$ cat src/rtl/tap_window_stats.sv
// -----------------------------------------------------------------------------
// tap_window_stats
//
// Purpose:
//   Window statistics for a 16-tap, 4-bit 2-D shift register. The flattened
//   tap bus is reduced through a 4-stage registered adder/max tree to produce
//   SUM, AVG (= SUM >> 4) and MAX. A hysteresis alarm FSM watches AVG.
//   Results are flagged valid only once the upstream window has been
//   completely refilled after reset (16 shifts).
//
// Optional feature:
//   `define TAP_WINDOW_MIN_EN adds output MIN (smallest tap), computed by a
//   minimum tree running alongside the maximum tree with identical latency,
//   hold behaviour and reset value.
//
// Ports:
//   CLK        in   1   system clock, rising edge
//   RESET_N    in   1   synchronous active-low reset
//   SHIFT_EN   in   1   TAPS holds a newly shifted window this cycle
//   TAPS       in  64   TAP_k at [4k+3:4k], TAP_0 newest
//   SUM        out  8   sum of all taps (0..240), held when not valid
//   AVG        out  4   SUM[7:4], held when not valid
//   MAX        out  4   largest tap, held when not valid
//   MIN        out  4   smallest tap (TAP_WINDOW_MIN_EN only)
//   OUT_VALID  out  1   SUM/AVG/MAX belong to a full window this cycle
//   ALARM      out  1   hysteresis alarm (registered decode of ALARM state)
//   DBG_STATE  out  2   alarm FSM state: 0 IDLE, 1 PENDING, 2 ALARM
//
// Handshake: OUT_VALID is a pure qualifier; there is no back-pressure. A
// result is consumed in the cycle OUT_VALID=1 or it is lost.
//
// Latency: TAPS in cycle n -> SUM/AVG/MAX/OUT_VALID in cycle n+4,
//          ALARM reacting to that result in cycle n+5.
// -----------------------------------------------------------------------------
module tap_window_stats #(
  parameter logic [3:0] HI_THRESH  = 4'd10,
  parameter logic [3:0] LO_THRESH  = 4'd5,
  parameter logic [3:0] HOLD_COUNT = 4'd3
) (
  input  logic        CLK,
  input  logic        RESET_N,
  input  logic        SHIFT_EN,
  input  logic [63:0] TAPS,
  output logic [7:0]  SUM,
  output logic [3:0]  AVG,
  output logic [3:0]  MAX,
`ifdef TAP_WINDOW_MIN_EN
  output logic [3:0]  MIN,
`endif
  output logic        OUT_VALID,
  output logic        ALARM,
  output logic [1:0]  DBG_STATE
);

  typedef enum logic [1:0] {
    S_IDLE    = 2'd0,
    S_PENDING = 2'd1,
    S_ALARM   = 2'd2
  } state_t;

  function automatic logic [3:0] max4(input logic [3:0] a, input logic [3:0] b);
    return (a > b) ? a : b;
  endfunction

  function automatic logic [3:0] min4(input logic [3:0] a, input logic [3:0] b);
    return (a < b) ? a : b;
  endfunction

  // ---------------------------------------------------------------------------
  // Fill counter: counts shifts since reset, saturating at 16. The 16th shift
  // (counter already at 15) is the first one that presents a full window.
  // ---------------------------------------------------------------------------
  logic [4:0] fill;
  logic       qualify;

  assign qualify = SHIFT_EN && (fill >= 5'd15);

  always_ff @(posedge CLK) begin
    if (!RESET_N) begin
      fill <= '0;
    end else if (SHIFT_EN && (fill != 5'd16)) begin
      fill <= fill + 5'd1;
    end
  end

  // ---------------------------------------------------------------------------
  // Stage 1: pairwise reduction straight off TAPS (8 x 5-bit sums, 8 maxima).
  // ---------------------------------------------------------------------------
  logic [4:0] s1_sum [8];
  logic [3:0] s1_max [8];
  logic       v1;

  always_ff @(posedge CLK) begin
    if (!RESET_N) begin
      v1 <= 1'b0;
      for (int i = 0; i < 8; i++) begin
        s1_sum[i] <= '0;
        s1_max[i] <= '0;
      end
    end else begin
      v1 <= qualify;
      for (int i = 0; i < 8; i++) begin
        s1_sum[i] <= {1'b0, TAPS[8*i +: 4]} + {1'b0, TAPS[8*i+4 +: 4]};
        s1_max[i] <= max4(TAPS[8*i +: 4], TAPS[8*i+4 +: 4]);
      end
    end
  end

  // ---------------------------------------------------------------------------
  // Stage 2: 4 x 6-bit sums, 4 maxima.
  // ---------------------------------------------------------------------------
  logic [5:0] s2_sum [4];
  logic [3:0] s2_max [4];
  logic       v2;

  always_ff @(posedge CLK) begin
    if (!RESET_N) begin
      v2 <= 1'b0;
      for (int i = 0; i < 4; i++) begin
        s2_sum[i] <= '0;
        s2_max[i] <= '0;
      end
    end else begin
      v2 <= v1;
      for (int i = 0; i < 4; i++) begin
        s2_sum[i] <= {1'b0, s1_sum[2*i]} + {1'b0, s1_sum[2*i+1]};
        s2_max[i] <= max4(s1_max[2*i], s1_max[2*i+1]);
      end
    end
  end

  // ---------------------------------------------------------------------------
  // Stage 3: 2 x 7-bit sums, 2 maxima.
  // ---------------------------------------------------------------------------
  logic [6:0] s3_sum [2];
  logic [3:0] s3_max [2];
  logic       v3;

  always_ff @(posedge CLK) begin
    if (!RESET_N) begin
      v3 <= 1'b0;
      for (int i = 0; i < 2; i++) begin
        s3_sum[i] <= '0;
        s3_max[i] <= '0;
      end
    end else begin
      v3 <= v2;
      for (int i = 0; i < 2; i++) begin
        s3_sum[i] <= {1'b0, s2_sum[2*i]} + {1'b0, s2_sum[2*i+1]};
        s3_max[i] <= max4(s2_max[2*i], s2_max[2*i+1]);
      end
    end
  end

  // ---------------------------------------------------------------------------
  // Stage 4: final reduction into the output registers. The data outputs only
  // load when the travelling qualify bit is set, so gaps and the fill period
  // leave the last good result on the bus.
  // ---------------------------------------------------------------------------
  logic [7:0] sum_d;

  assign sum_d = {1'b0, s3_sum[0]} + {1'b0, s3_sum[1]};

  always_ff @(posedge CLK) begin
    if (!RESET_N) begin
      SUM       <= '0;
      AVG       <= '0;
      MAX       <= '0;
      OUT_VALID <= 1'b0;
    end else begin
      OUT_VALID <= v3;
      if (v3) begin
        SUM <= sum_d;
        AVG <= sum_d[7:4];
        MAX <= max4(s3_max[0], s3_max[1]);
      end
    end
  end

`ifdef TAP_WINDOW_MIN_EN
  // ---------------------------------------------------------------------------
  // Minimum tree, stage-aligned with the maximum tree; shares v1..v3.
  // ---------------------------------------------------------------------------
  logic [3:0] s1_min [8];
  logic [3:0] s2_min [4];
  logic [3:0] s3_min [2];

  always_ff @(posedge CLK) begin
    if (!RESET_N) begin
      for (int i = 0; i < 8; i++) s1_min[i] <= '0;
      for (int i = 0; i < 4; i++) s2_min[i] <= '0;
      for (int i = 0; i < 2; i++) s3_min[i] <= '0;
      MIN <= '0;
    end else begin
      for (int i = 0; i < 8; i++) s1_min[i] <= min4(TAPS[8*i +: 4], TAPS[8*i+4 +: 4]);
      for (int i = 0; i < 4; i++) s2_min[i] <= min4(s1_min[2*i], s1_min[2*i+1]);
      for (int i = 0; i < 2; i++) s3_min[i] <= min4(s2_min[2*i], s2_min[2*i+1]);
      if (v3) begin
        MIN <= min4(s3_min[0], s3_min[1]);
      end
    end
  end
`endif

  // ---------------------------------------------------------------------------
  // Alarm FSM. Only moves on cycles carrying a valid result; hold counts
  // consecutive valid AVGs at or above HI_THRESH while PENDING.
  // ---------------------------------------------------------------------------
  state_t     state;
  state_t     state_d;
  logic [3:0] hold;
  logic [3:0] hold_d;
  logic [3:0] hold_inc;
  logic       alarm_d;

  // State register (also registers the ALARM decode).
  always_ff @(posedge CLK) begin
    if (!RESET_N) begin
      state <= S_IDLE;
      hold  <= '0;
      ALARM <= 1'b0;
    end else begin
      state <= state_d;
      hold  <= hold_d;
      ALARM <= alarm_d;
    end
  end

  // Next-state logic.
  always_comb begin
    state_d  = state;
    hold_d   = hold;
    hold_inc = hold + 4'd1;
    if (OUT_VALID) begin
      case (state)
        S_IDLE: begin
          if (AVG >= HI_THRESH) begin
            hold_d  = 4'd1;
            state_d = (HOLD_COUNT <= 4'd1) ? S_ALARM : S_PENDING;
          end
        end
        S_PENDING: begin
          if (AVG >= HI_THRESH) begin
            hold_d = hold_inc;
            if (hold_inc >= HOLD_COUNT) begin
              state_d = S_ALARM;
            end
          end else begin
            hold_d  = '0;
            state_d = S_IDLE;
          end
        end
        S_ALARM: begin
          if (AVG < LO_THRESH) begin
            hold_d  = '0;
            state_d = S_IDLE;
          end
        end
        default: begin
          hold_d  = '0;
          state_d = S_IDLE;
        end
      endcase
    end
  end

  // Output decode. ALARM is registered from the next state so it tracks the
  // state register exactly, without a combinational path to the port.
  always_comb begin
    alarm_d   = (state_d == S_ALARM);
    DBG_STATE = state;
  end

endmodule

$ cat config.mk
export PLATFORM = sky130hd
export DESIGN_NAME = tap_window_stats
export DESIGN_NICKNAME = d
export VERILOG_FILES = /design/src/rtl/tap_window_stats.sv
export SDC_FILE = /design/constraint.sdc
export NUM_CORES = 1
export LEC_CHECK = 0
export BUFFER_PORTS_ARGS = -buffer_cell sky130_fd_sc_hd__buf_2
export CAP_MARGIN = 25
export CORE_AREA = 2 2 131 133
export CTS_BUF_LIST = sky130_fd_sc_hd__clkbuf_8
export DETAILED_ROUTE_END_ITERATION = 6
export DIE_AREA = 0 0 133 135
export PLACE_DENSITY = 0.83
export SLEW_MARGIN = 30
export SYNTH_ARGS = -nofsm -noshare
export SYNTH_HDL_FRONTEND = slang
export SYNTH_SLANG_ARGS = --single-unit
export TNS_END_PERCENT = 1
$ cat constraint.sdc
create_clock -name CLK -period 1.8 [get_ports CLK]
set_input_delay 0.18 -clock CLK [delete_from_list [all_inputs] [get_ports CLK]]
set_output_delay 0.18 -clock CLK [all_outputs]
set_load 0.1 [all_outputs]
Word level (Yosys, flattened, before mapping) --
Memory sizes are Yosys's and may differ from the RTL's. Cells that the tools add are included.
Word-level totals: RAM bits 134, bits in read-only memories 0, register bits 32, bits in latches 0, memories 6, input port bits 67, output and inout port bits 20
Cells by class: multiplexer cells 55, eq/ne operators 6, add/sub/neg operators 17, $mul 0, shift-type cells 0, $lt $le $gt $ge 19, bitwise operators 28, div/mod/pow operators 0, reduce and logical (&&, ||, !) cells 4
Memory list:
- s1_sum | depth 8, bits a word 5, read ports 8, clocked after memory_dff 0, wr ports 8, line 89 | logic [4:0] s1_sum [8];
- s1_max | depth 8, bits a word 4, read ports 8, clocked after memory_dff 0, wr ports 8, line 90 | logic [3:0] s1_max [8];
- s2_sum | depth 4, bits a word 6, read ports 4, clocked after memory_dff 0, wr ports 4, line 112 | logic [5:0] s2_sum [4];
- s2_max | depth 4, bits a word 4, read ports 4, clocked after memory_dff 0, wr ports 4, line 113 | logic [3:0] s2_max [4];
- s3_sum | depth 2, bits a word 7, read ports 2, clocked after memory_dff 0, wr ports 2, line 135 | logic [6:0] s3_sum [2];
- s3_max | depth 2, bits a word 4, read ports 2, clocked after memory_dff 0, wr ports 2, line 136 | logic [3:0] s3_max [2];
Operators by type and width (number):
- $mux 4 | 32
- $gt 4x4->1 | 15
- $add 4x4->5 | 8
- $mux 5 | 8
- $or 1x1->1 | 28
- $add 5x5->6 | 4
- $mux 6 | 4
- $add 6x6->7 | 2
- $mux 7 | 2
- $pmux 4 s3 | 1
- $mux 2 | 5
- $add 7x7->8 | 1
- $pmux 2 s3 | 1
- $add 5x1->5 const B | 1
- $ge 5x4->1 const B | 1
- $ne 5x5->1 const B | 1
- $add 4x1->4 const B | 1
- $eq 2x2->1 const B | 2
- $ge 4x2->1 const B | 1
- $ge 4x4->1 const B | 1
- $lt 4x3->1 const B | 1
- $ne 2x2->1 const B | 2
- $reduce_and 3->1 | 1
- $eq 2x1->1 const B | 1
- 3 further kinds | 5

Depth between registers and ports, before layout --
Gate-level depths: netlist (run 1).
word-level depth 7, depth in mapped cells 8, mapped depth without buffers 8

Worst setup path after synthesis (run 1) --
OpenSTA, ideal clock, no wires.
kind reg2reg, from register, netlist name SUM[5], to register ALARM, stages on the path, launching flop included 5, data arrival time 1.942 ns, buffers on the path 0, period minus slack after synthesis 2.045 ns, required time 1.697 ns, setup slack -0.245 ns, cells stage by stage dfxtp_1 > o21ai_0 > nor3b_2 > a21boi_1 > a2111oi_2
RTL lines:
- end signal, assigned | line 225 | ALARM <= alarm_d;
- end, declared | line 51 | output logic ALARM,

==> results summary, run 1 <==
The run finished with clean final reports. The number of routed nets with antenna violations is 0. In this run, distinct cell masters in the synthesized netlist total 51.

The share of synthesized area occupied by flip-flops and latches came out at 0.3144. At the end of routability-driven placement, the weighted congestion stood at 0.8605. In the finished design, the share of the clock period the worst path needs comes to 0.9656. Setup repair after global routing could not meet its margin everywhere. The final hold violation count is 0.

The floorplan die area came out at 0.01796 mm^2. The dominant register cell in the synthesized netlist is sky130_fd_sc_hd__dfxtp_1. The level count of the clock H-tree is 4. Adding up every negative setup slack in the final design gives 0 ns. The routed via count is 8821.

After clock tree synthesis, the clock-pin slew on the worst setup and hold paths is 0.09 ns. The per-cell via count in the routed design came out at 5.834. The average wire per cell in the routed design is 14.17 um. The initial core utilization came out at 0.6286. The number of global-route vias before repair came out at 8327. The analysis attributes to cell leakage a power of 4.919 nW. The share of final-layout standard cells stronger than drive strength 1 came out at 0.1316. From left edge to right edge, the die measures 133 um. The number of pins exceeding their max-slew limit in the final report is 0. 0 antenna diodes ended up in the layout. The overall overflow remaining after global route is 0.

The synthesis warning total came out at 0. At the pin with the least slew margin, the transition time is 0.6079 ns. The synthesized instance count is 1195.

Data on the critical path is required at its endpoint by 2.14 ns. The normalized max-slew margin came out at 0.5947. The final core utilization is 0.7033. The post-route standard cell area excluding fillers came out at 0.01154 mm^2. In this run the critical register-to-register path is captured at MAX[0]. The clock arrives with 0.01036 ns of skew. The TritonCTS buffer count is 17. The insertion delay to the later sink of the worst-skew pair came out at 0.45 ns. The worst hold path cell count came out at 3. STA classifies the critical path endpoint as a flip-flop. STA classifies the critical path startpoint as a flip-flop. Clock tree synthesis found a total of 162 sinks. The first global-routing pass estimated 37.29 mm of wire.

Derived from the worst setup path, the maximum achievable clock frequency is 575.3 MHz. The standard cell core area came out at 0.01641 mm^2. At the end of the flow, the number of nets in the layout was 1497. In this run the mean area of a mapped cell was 8.631 um^2. The standard-cell row count came out at 47. Summing every instance area after synthesis gives 0.01031 mm^2. The DRC violation count after routing is 0. The tool flagged a number of max-cap violations equal to 0. The worst hold endpoint is s1_max[0][4].

The initial antenna violation count came out at 0. The post-synthesis to final-layout area growth came out at 11.89%. The DRC marker count from the first detailed-route iteration came out at 519. The synthesis-stage register bit count came out at 162. For the finished layout, the period the worst path requires is 1.738 ns. The worst hold path begins at TAPS[8].

The share of synthesized flip-flops with an asynchronous set or reset is 0. The endpoint arrival time on the critical path is 2.08 ns. The startpoint identified for the worst register-to-register timing path is s3_max[0][5].

The maximum number of pins on one net before global-route repair is 145. The wire-length estimate of the detail-placed layout is 16.20 mm. The critical-path maximum fanout is 8. When the netlist entered floorplanning its net count stood at 1413. TritonCTS built the clock tree. The setup-violating endpoint count in the final report is 0.

The worst register-to-register path has a depth of 7. The filler cells instantiated in the layout total 1278. The global router's overall resource usage is 0.2490. The number of buffers on the longest clock path is 2. For this block, the routed nets add up to 21.42 mm of wire.

The die boundary height came out at 135 um. The total placed instance area came out at 0.01110 mm^2. The worst-case register-to-register setup slack came out at 0.06 ns. The number of optimization iterations in the first detailed-route pass is 5.

The tightest min-delay check is of the input pin to flip-flop type. The number of cells in the finished layout apart from fillers came out at 1512. The critical path is of the flip-flop to flip-flop type.

The number of placed instances, taps included came out at 1479. The number of ports placed on the die boundary came out at 87. IR analysis of the VDD net gives a maximum drop of 0.0006028 V. The root buffer cell chosen for the clock tree is sky130_fd_sc_hd__clkbuf_8. Power spread over the standard cell area amounts to 884.8 mW/mm^2.

The number of buffers added on ports came out at 86. The number of synthesized flops with an enable pin came out at 0.
[placed cells by master, fill, tap and decap left out, types with 11 or more instances in the layout]
master,n
sky130_fd_sc_hd__nor2b_1,21
sky130_fd_sc_hd__xnor2_1,20
sky130_fd_sc_hd__inv_1,128
sky130_fd_sc_hd__nor3_1,50
sky130_fd_sc_hd__nor2_1,131
sky130_fd_sc_hd__nand2_1,30
sky130_fd_sc_hd__o21ai_1,14
sky130_fd_sc_hd__ha_1,135
sky130_fd_sc_hd__fa_1,14
sky130_fd_sc_hd__buf_4,30
sky130_fd_sc_hd__nand4b_1,62
sky130_fd_sc_hd__a41oi_1,56
sky130_fd_sc_hd__dfxtp_1,156
sky130_fd_sc_hd__o21ai_0,26
sky130_fd_sc_hd__nand4_1,16
sky130_fd_sc_hd__nand3_1,57
sky130_fd_sc_hd__buf_2,85
sky130_fd_sc_hd__clkbuf_8,19
sky130_fd_sc_hd__a21o_1,11
sky130_fd_sc_hd__o211ai_1,60
sky130_fd_sc_hd__o21a_1,17
sky130_fd_sc_hd__a21oi_1,41
[power breakdown]
part | switching (mW) | leakage [nW] | total, mW | internal [mW]
logic | 1.87 | 3.37 | 3.26 | 1.39
clock network | 1.34 | 0.205 | 2.64 | 1.30
registers | 0.287 | 1.34 | 4.31 | 4.02
total | 3.50 | 4.92 | 10.2 | 6.71
[what timing repair did]
| action | in CTS | in global routing |
|---|---|---|
| endpoints found under the setup margin | 0 | 5 |
| gates resized for setup | 0 | 6 |
| endpoints found under the hold margin | 1 | 0 |
| hold buffers | 1 | 0 |
| buffers inserted | 0 | 0 |
[per-stage QoR]
| step | power (mW) | hold WS [ns] | worst slack, ns |
|---|---|---|---|
| floorplan | 6.578 | 0.2961 | -0.04679 |
| global placement | 7.404 | 0.4364 | 0.1723 |
| detailed placement | 7.546 | 0.4243 | 0.08615 |
| CTS | 10.17 | 0.01022 | 0.06012 |
| global route | 10.88 | 0.02699 | -0.05134 |
| finish | 10.21 | 0.02960 | 0.06189 |
[cell usage after synthesis (all sizes together) (2+ instances only)]
library cell    n  area (um^2)
mux2i           6        60.06
nand3b          9        67.56
o311ai          2        17.52
inv           127        476.7
clkbuf         31        116.4
xor2           10        87.58
o21bai          5        37.54
xnor2          20        175.2
o311a           4        41.29
a41oi          56        490.5
nand4b         62        543.0
buf            26        141.4
or3             8        50.05
nor2          131        491.7
nor2b          22        137.6
nand2b          4        25.02
a31oi           3        18.77
nor3           50        250.2
o211ai         60        450.4
nand2          30        112.6
nand4          17        112.6
nand3          57        285.3
o21a           17        127.6
a21o           11        82.58
o21ai          42        225.2
a21oi          41        205.2
a31o            2        17.52
dfxtp         162         3243
and2           10        62.56
fa             15        300.3
ha            136         1702
a211oi          7        52.55
nor4            3        18.77
[sequential cells by signal, summed over array words and instances (netlist names), 2 cells and up]
signal     flops
s3_max         8
SUM            8
fill           5
s3_sum        14
DBG_STATE      2
s2_sum        24
s1_max        32
s1_sum        40
MAX            4
hold           4
s2_max        16
[logic make-up after synthesis]
group / count (synthesis) / share of synthesized area
xor+xnor: 30 / 0.02548
mux: 6 / 0.005823
fa+ha+maj: 151 / 0.1941
compound gates: 256 / 0.1771
simple gates: 406 / 0.2118
flops: 162 / 0.3144
buf+inv: 184 / 0.07121
[how the worst max path moves through the flow]
| stage | start | to | slack (ns) | cells after the start |
|---|---|---|---|---|
| after CTS | s3_max[0][5] | MAX[0] | 0.06 | 7 |
| after detailed placement | s3_max[0][5] | MAX[0] | 0.09 | 7 |
| final | s3_max[0][5] | MAX[0] | 0.06 | 7 |
| after floorplan | SUM[4] | ALARM | -0.05 | 4 |
| after global routing | s3_max[0][5] | MAX[0] | -0.05 | 7 |
| after global placement | s3_max[0][5] | MAX[0] | 0.17 | 7 |
[worst max-delay path, stage by stage (launching register included)]
cell and delay (ns):
sky130_fd_sc_hd__dfxtp_1 0.34, sky130_fd_sc_hd__inv_1 0.06, sky130_fd_sc_hd__ha_1 0.31, sky130_fd_sc_hd__nor2b_1 0.15, sky130_fd_sc_hd__o21a_1 0.19, sky130_fd_sc_hd__o21ai_4 0.24
sky130_fd_sc_hd__nor4b_2 0.26, sky130_fd_sc_hd__nor4_1 0.08
[routing by layer]
metal,share of wire,vias to the layer above,global-route usage
li1,-,4482,-
met2,0.47,224,0.4234
met5,0,-,0
met1,0.46,4079,0.3232
met3,0.047,36,0.03679
met4,0.020,0,0.09080
[cell type report]
type,count,area [um^2],share of cell area
repair buffers,122,772.0,0.06690
flip-flops and latches,162,3251,0.2817
well taps,220,275.3,0.02385
multi-input cells,849,6365,0.5516
clock buffers,19,261.5,0.02266
inverters,127,479.2,0.04153
clock inverters,13,136.4,0.01182
Power figures use the tool's default switching activity.
==> run 2: changes to the inputs <==
Settings changed: CORE_AREA 2 2 131 133 to 2 2 129 131, DIE_AREA 0 0 133 135 to 0 0 131 133, PLACE_DENSITY 0.83 to 0.85.
Clock period 1.8 ns to 2.1 ns, I/O delays scaled along.
==> results summary, run 2 (synthesized netlist as in run 1, its figures left out) <==
The per-cell via count in the routed design is 5.903 (+1.2%). The floorplan die area is 0.01742 mm^2 (-3.0%). The proportion of power drawn by flip-flops and latches is 0.439 (+0.017). The net switching component of the power is 2.860 mW (-18%).

The period utilization is 0.9044 (-0.06119). The maximum number of pins on one net before global-route repair is 147 (+1.4%). The number of global-route vias before repair is 8198 (-1.5%). The initial core utilization came out at 0.6378 (+0.009143). In the final layout, the registers with the most flip-flops are s1_sum x40, s1_max x32, s2_sum x24. Traced cell by cell, the critical path runs through inv_1 -> ha_1 -> nand4_1 -> a41oi_1 -> o211ai_1.

The share of final-layout standard cells stronger than drive strength 1 came out at 0.1035 (-0.02810). The global placement routability congestion came out at 0.8427 (-2.1%). The number of placed instances, taps included is 1455 (-1.6%).

The CTS tree is built. The cell leakage power is 4.795 nW (-2.5%). The standard cell core area is 0.01617 mm^2 (-1.4%).

The number of optimization iterations in the first detailed-route pass was 5 (unchanged). The post-synthesis to final-layout area growth is 9.390%. The path class of the tightest hold or removal check is input pin to flip-flop. The routed via count came to 8772 (-0.56%). The number of routed nets with antenna violations came out at 0 (unchanged). The final worst hold slack is 0.06601 ns (+0.03641 ns). The total design power is 8.393 mW (-18%).

The clock-pin slew reported for the worst setup and hold paths after clock tree synthesis is 0.08 ns (about the same). The time the final worst path needs with I/O delays and setup is 1.899 ns (+0.1612 ns). The die boundary height came to 133 um (-1.5%). The setup path with the least slack is of type flip-flop to flip-flop.

The critical path depth in cells came out at 5 (-2). The setup-violating endpoint count in the final report is 0 (unchanged). The total half-perimeter wirelength after legalization and detailed placement came to 15.82 mm (-2.4%). The number of fillers in the final layout is 1266 (-0.94%). The average wire per cell in the routed design came out at 14.41 um (+1.7%).

The slew at the pin closest to its max-slew limit came out at 0.6141 ns (+0.006222 ns). The flip-flop count of the largest register after layout is 40 (unchanged). The TritonCTS buffer count came out at 17 (unchanged).

Setup repair after global routing left no endpoint under its margin. The worst setup path is captured at a flip-flop. The DRC marker count from the first detailed-route iteration is 406 (-22%). The peak supply drop is 0.0004367 V (-28%).

The sort of element at the start of the critical path is a flip-flop. The width of the chip came out at 131 um (-1.5%). The critical-path maximum fanout came out at 12 (+4).

The number of clock sinks seen by CTS came out at 162 (unchanged). The net switching fraction of the power is 0.3407 (-0.001944). The post-detailed-routing wire length came out at 21.42 mm (about the same). The standard-cell row count came out at 47 (unchanged). The library cells used most frequently in the layout, excluding fill and tap cells, are sky130_fd_sc_hd__dfxtp_1 (162), sky130_fd_sc_hd__ha_1 (136), sky130_fd_sc_hd__nor2_1 (131), sky130_fd_sc_hd__inv_1 (130), sky130_fd_sc_hd__buf_2 (85). The quantity of gates resized following cts is 0 (unchanged). The longest individual stage delay on the worst path came out at 0.41 ns (+0.07 ns). The level count of the clock H-tree came out at 4 (unchanged).

The initial antenna violation count is 0 (unchanged). The insertion delay to the later sink of the worst-skew pair came to 0.45 ns (about the same). The register with the most flip-flops is s1_sum. The number of buffers added on ports was 86 (unchanged). The number of ports placed on the die boundary came out at 87 (unchanged). The DRC violation count after routing is 0 (unchanged). The number of nets in the layout came out at 1473 (-1.6%). CTS placed an instance of sky130_fd_sc_hd__clkbuf_8 at the clock tree root. The cell-internal power was 5.533 mW (-18%). The number of pins exceeding their max-slew limit in the final report came out at 0 (unchanged). The overall overflow remaining after global route is 0 (unchanged). The worst endpoint required time was 2.40 ns (+0.26 ns). The number of antenna diodes is 0 (unchanged). The minimum setup slack after placement came out at 0.1791 ns (+0.09296 ns). The global router's overall resource usage came out at 0.2480 (-0.0009681). The final hold violation count is 0 (unchanged). The count of hold-fix buffers inserted at cts is 1 (unchanged). The final critical-path setup slack came out at 0.2007 ns (+0.1388 ns).

The number of buffers on the longest clock path came to 2 (unchanged). The number of buffers and inverters on the critical path is 1 (unchanged). The cell with the biggest individual delay on the critical path is sky130_fd_sc_hd__dfxtp_1. The power density over the cells came out at 743.9 mW/mm^2 (-16%). The part of the power in combinational logic is 0.307 (-0.012).

Leaving out fill and tap cells, the most frequent cell in the layout is sky130_fd_sc_hd__dfxtp_1. The highest attainable clock frequency was 526.5 MHz (-8.5%). The worst hold path cell count came to 3 (unchanged).

The fraction of power consumed by the clock network was 0.255 (-0.004). The max-capacitance violation count is 0 (unchanged). The post-route clock skew is 0.008521 ns (-0.001838 ns). The normalized max-slew margin is 0.5906 (-0.004148).

The number of cells in the finished layout apart from fillers came out at 1486 (-1.7%). The length in cells of the worst reg-to-reg path came out at 5 (-2). The first-pass GRT wire length was 35.85 mm (-3.9%). The top cell family by delay on the critical path is compound AO/OA/AOI/OAI gates. The endpoint arrival time on the critical path is 2.20 ns (+0.12 ns).

The setup TNS after final layout is 0 ns (unchanged). The flow ran to the end, and the final reports show no timing, DRC or antenna violations. The post-CTS setup buffer count is 0 (unchanged).
## run 2: changes by cell type in the layout (fill, tap and decap cells not counted), sizes merged
cell,before,now
buf,121,97
clkbuf,19,18
clkinv,5,3
inv,131,132
## run 2: metal layers
layer,track usage,vias to the layer above,part of all wire
met5,0,-,0
met4,0.07210,0,0.012
met2,0.4254,202,0.48
met3,0.03882,24,0.039
met1,0.3205,4107,0.47
li1,-,4439,-
## run 2: worst min-delay path, delay by kind of cell
kind | cells | cell delay (ns)
AND/OR/NAND/NOR | 1 | 0.06
AO/OA/AOI/OAI | 1 | 0.07
buffers and inverters | 1 | 0.12
## run 2: final cells by class
type / instances / area [um^2] / area share
clock buffer: 18 / 247.7 / 0.02196
clock inverter: 12 / 121.4 / 0.01076
inverter: 127 / 479.2 / 0.04248
multi-input combinational: 849 / 6336 / 0.5616
sequential: 162 / 3243 / 0.2875
tap: 220 / 275.3 / 0.02440
timing repair buffer: 98 / 579.3 / 0.05135
## run 2: worst paths after layout
check | end | slack [ns] | from
max | s2_max[3][1] | 0.20 | s1_max[1][14]
min | s1_max[1][0] | 0.07 | TAPS[32]
max reg2reg | s2_max[3][1] | 0.20 | s1_max[1][14]
min reg2reg | v2 | 0.45 | v1
## run 2: metrics by stage
stage,instance area (um^2),utilization
2_1_floorplan,10310,-
3_3_place_gp,10900,0.6742
3_5_place_dp,10900,0.6742
4_1_cts,11280,0.6976
5_1_grt,11280,0.6976
6_report,11280,0.6976
## run 2: power groups by stage
stage / Sequential [mW] / Combinational (mW) / Clock, mW
after global routing: 3.72 / 2.91 / 2.29
after detailed placement: 3.75 / 2.53 / 0
after floorplan: 3.69 / 1.95 / 0
final: 3.68 / 2.57 / 2.14
after global placement: 3.74 / 2.44 / 0
after CTS: 3.68 / 2.56 / 2.18
==> run 3: changes to the inputs <==
==> constraint.sdc (replaced) <==
create_clock -name CLK -period 2.1 [get_ports CLK]
set_input_delay 0.315 -clock CLK [delete_from_list [all_inputs] [get_ports CLK]]
set_output_delay 0.315 -clock CLK [all_outputs]
set_load 0.1 [all_outputs]
==> results summary, run 3 (synthesized netlist as in run 1, its figures left out) <==
The initial core utilization came out at 0.6378 (unchanged). The period utilization came to 0.8953 (-0.009126). The post-CTS setup buffer count is 0 (unchanged). The worst setup path is launched from a flip-flop.

The overall overflow remaining after global route is 0 (unchanged). The largest registers in the layout are s1_sum x40, s1_max x32, s2_sum x24. The post-route clock skew is 0.008784 ns (+0.0002635 ns). The normalized max-slew margin came out at 0.6041 (+0.01348). The post-detailed-routing wire length is 21.83 mm (+1.9%). The number of placed instances, taps included is 1461 (+0.41%). The final hold violation count came out at 0 (unchanged). The worst endpoint required time came to 2.48 ns (+0.08 ns).

The cell leakage power came out at 4.824 nW (+0.62%). The quantity of gates resized following cts came out at 0 (unchanged). The total area of multi-input combinational cells is 0.006336 mm^2 (unchanged). The CTS tree is built. The number of ports placed on the die boundary came to 87 (unchanged).

The routed via count is 8909 (+1.6%). The clock-pin slew reported for the worst setup and hold paths after clock tree synthesis came to 0.09 ns (about the same). The DRC marker count from the first detailed-route iteration is 480 (+18%).

The total half-perimeter wirelength after legalization and detailed placement came to 16.11 mm (+1.8%). CTS placed an instance of sky130_fd_sc_hd__clkbuf_8 at the clock tree root. The number of routed nets with antenna violations is 0 (unchanged).

Setup repair after global routing left no endpoint under its margin. The total design power is 8.697 mW (+3.6%). The share of final-layout standard cells stronger than drive strength 1 came to 0.1108 (+0.007286). Leaving out fill and tap cells, the most frequent cell in the layout is sky130_fd_sc_hd__dfxtp_1. The setup TNS after final layout was 0 ns (unchanged). The total placed instance area came out at 0.01095 mm^2 (+0.41%). The number of antenna diodes came out at 0 (unchanged).

The time the final worst path needs with I/O delays and setup is 1.880 ns (-0.01916 ns). The standard-cell row count is 47 (unchanged). Ranked by flip-flop count, first place goes to s1_sum.

The post-route standard cell area excluding fillers came out at 0.01137 mm^2 (+0.79%). The level count of the clock H-tree is 4 (unchanged). The path class of the tightest hold or removal check is input pin to flip-flop. The number of optimization iterations in the first detailed-route pass is 6 (+1). The number of buffers added on ports came out at 86 (unchanged).

The maximum number of pins on one net before global-route repair is 126 (-14%). The peak supply drop is 0.0004762 V (+9.0%). The average wire per cell in the routed design came out at 14.62 um (+1.4%).

The worst setup path is of the flip-flop to flip-flop kind. The flow ran to the end, and the final reports show no timing, DRC or antenna violations. The width of the chip is 131 um (unchanged). The area growth from synthesis to layout is 10.25%. The number of pins exceeding their max-slew limit in the final report was 0 (unchanged). The highest attainable clock frequency is 531.9 MHz (+1.0%). The number of nets in the layout was 1478 (+0.34%).

The DRC violation count after routing is 0 (unchanged). The first-pass GRT wire length came out at 37.90 mm (+5.7%). The library cells used most frequently in the layout, excluding fill and tap cells, are sky130_fd_sc_hd__dfxtp_1 (162), sky130_fd_sc_hd__ha_1 (136), sky130_fd_sc_hd__nor2_1 (131), sky130_fd_sc_hd__inv_1 (128), sky130_fd_sc_hd__buf_2 (85). The number of cells in the finished layout apart from fillers came out at 1493 (+0.47%).

The register cell area after layout came out at 0.003243 mm^2 (unchanged). The number of buffers on the longest clock path came to 2 (unchanged). The power density over the cells was 764.9 mW/mm^2 (+2.8%). The slew at the pin closest to its max-slew limit is 0.5900 ns (-0.02418 ns). The global router's overall resource usage was 0.2640 (+0.01591).

The critical-path maximum fanout is 8 (-4). The TritonCTS buffer count came out at 17 (unchanged). The number of fillers in the final layout came out at 1243 (-1.8%).

The die boundary height was 133 um (unchanged). The max-capacitance violation count came out at 0 (unchanged). The final core utilization came out at 0.7031 (+0.005493). The global placement routability congestion is 0.8648 (+2.6%). The number of global-route vias before repair is 8340 (+1.7%). The initial antenna violation count came to 0 (unchanged).

The floorplan die area is 0.01742 mm^2 (unchanged). The count of hold-fix buffers inserted at cts came to 0 (-1). The insertion delay to the later sink of the worst-skew pair is 0.45 ns (about the same).

The standard cell core area was 0.01617 mm^2 (unchanged). STA classifies the critical path endpoint as a flip-flop. The endpoint arrival time on the critical path came out at 2.26 ns (+0.06 ns). The setup-violating endpoint count in the final report was 0 (unchanged).

The flip-flop count of the largest register after layout came out at 40 (unchanged). The number of clock sinks seen by CTS came out at 162 (unchanged). The per-cell via count in the routed design came out at 5.967 (+1.1%).
-- run 3: cell count changes in the layout (fill, tap and decap cells not counted) --
cell	previous run	this run
sky130_fd_sc_hd__buf_4	7	13
sky130_fd_sc_hd__bufinv_16	2	3
sky130_fd_sc_hd__clkbuf_8	18	19
sky130_fd_sc_hd__clkinv_2	1	0
sky130_fd_sc_hd__clkinvlp_4	2	5
sky130_fd_sc_hd__dlygate4sd3_1	1	0
sky130_fd_sc_hd__inv_1	130	128
-- run 3: worst paths after layout --
kind / from / to / slack, ns / depth (start not counted)
max: s1_max[1][5] / s2_max[2][1] / 0.22 / 7
max reg2reg: s1_max[1][5] / s2_max[2][1] / 0.22 / 7
min reg2reg: v1 / v2 / 0.45 / 1
min: SHIFT_EN / v1 / 0.11 / 3
-- run 3: critical path, stage by stage, from the launching register on --
cell and delay (ns):
sky130_fd_sc_hd__dfxtp_1 0.39, sky130_fd_sc_hd__inv_1 0.07, sky130_fd_sc_hd__ha_1 0.29, sky130_fd_sc_hd__nor2b_1 0.13
sky130_fd_sc_hd__o21a_1 0.16, sky130_fd_sc_hd__o21ai_1 0.46, sky130_fd_sc_hd__nand4b_1 0.18, sky130_fd_sc_hd__o211ai_1 0.13
-- run 3: where the power goes --
part,switching [mW],internal (mW),total [mW]
logic,1.57,1.05,2.62
registers,0.242,3.44,3.69
clock network,1.16,1.24,2.39
-- run 3: routing by layer --
metal  GRT usage  routed length [um]  part of all wire  vias to the layer above
li1            -                   -                 -                     4444
met1      0.3486                9891              0.45                     4197
met2      0.4459               10720              0.49                      243
met3     0.04246                 947             0.043                       25
met4     0.07151                 272             0.012                        0
met5           0                   0                 0                        -
-- run 3: final cells by class --
cell class                 instances  share of cell area
sequential                       162              0.2852
clock inverter                    13             0.01419
inverter                         127             0.04214
multi-input combinational        849              0.5572
clock buffer                      19             0.02300
tap                              220             0.02421
timing repair buffer             103             0.05403
-- run 3: stage by stage --
stage                     setup WS [ns]  hold WS (ns)
final                            0.2199        0.1052
after floorplan                 0.05485        0.4119
after CTS                        0.2331       0.08145
after global routing            0.07668        0.1101
after detailed placement         0.1199        0.4292
after global placement           0.2227        0.4309
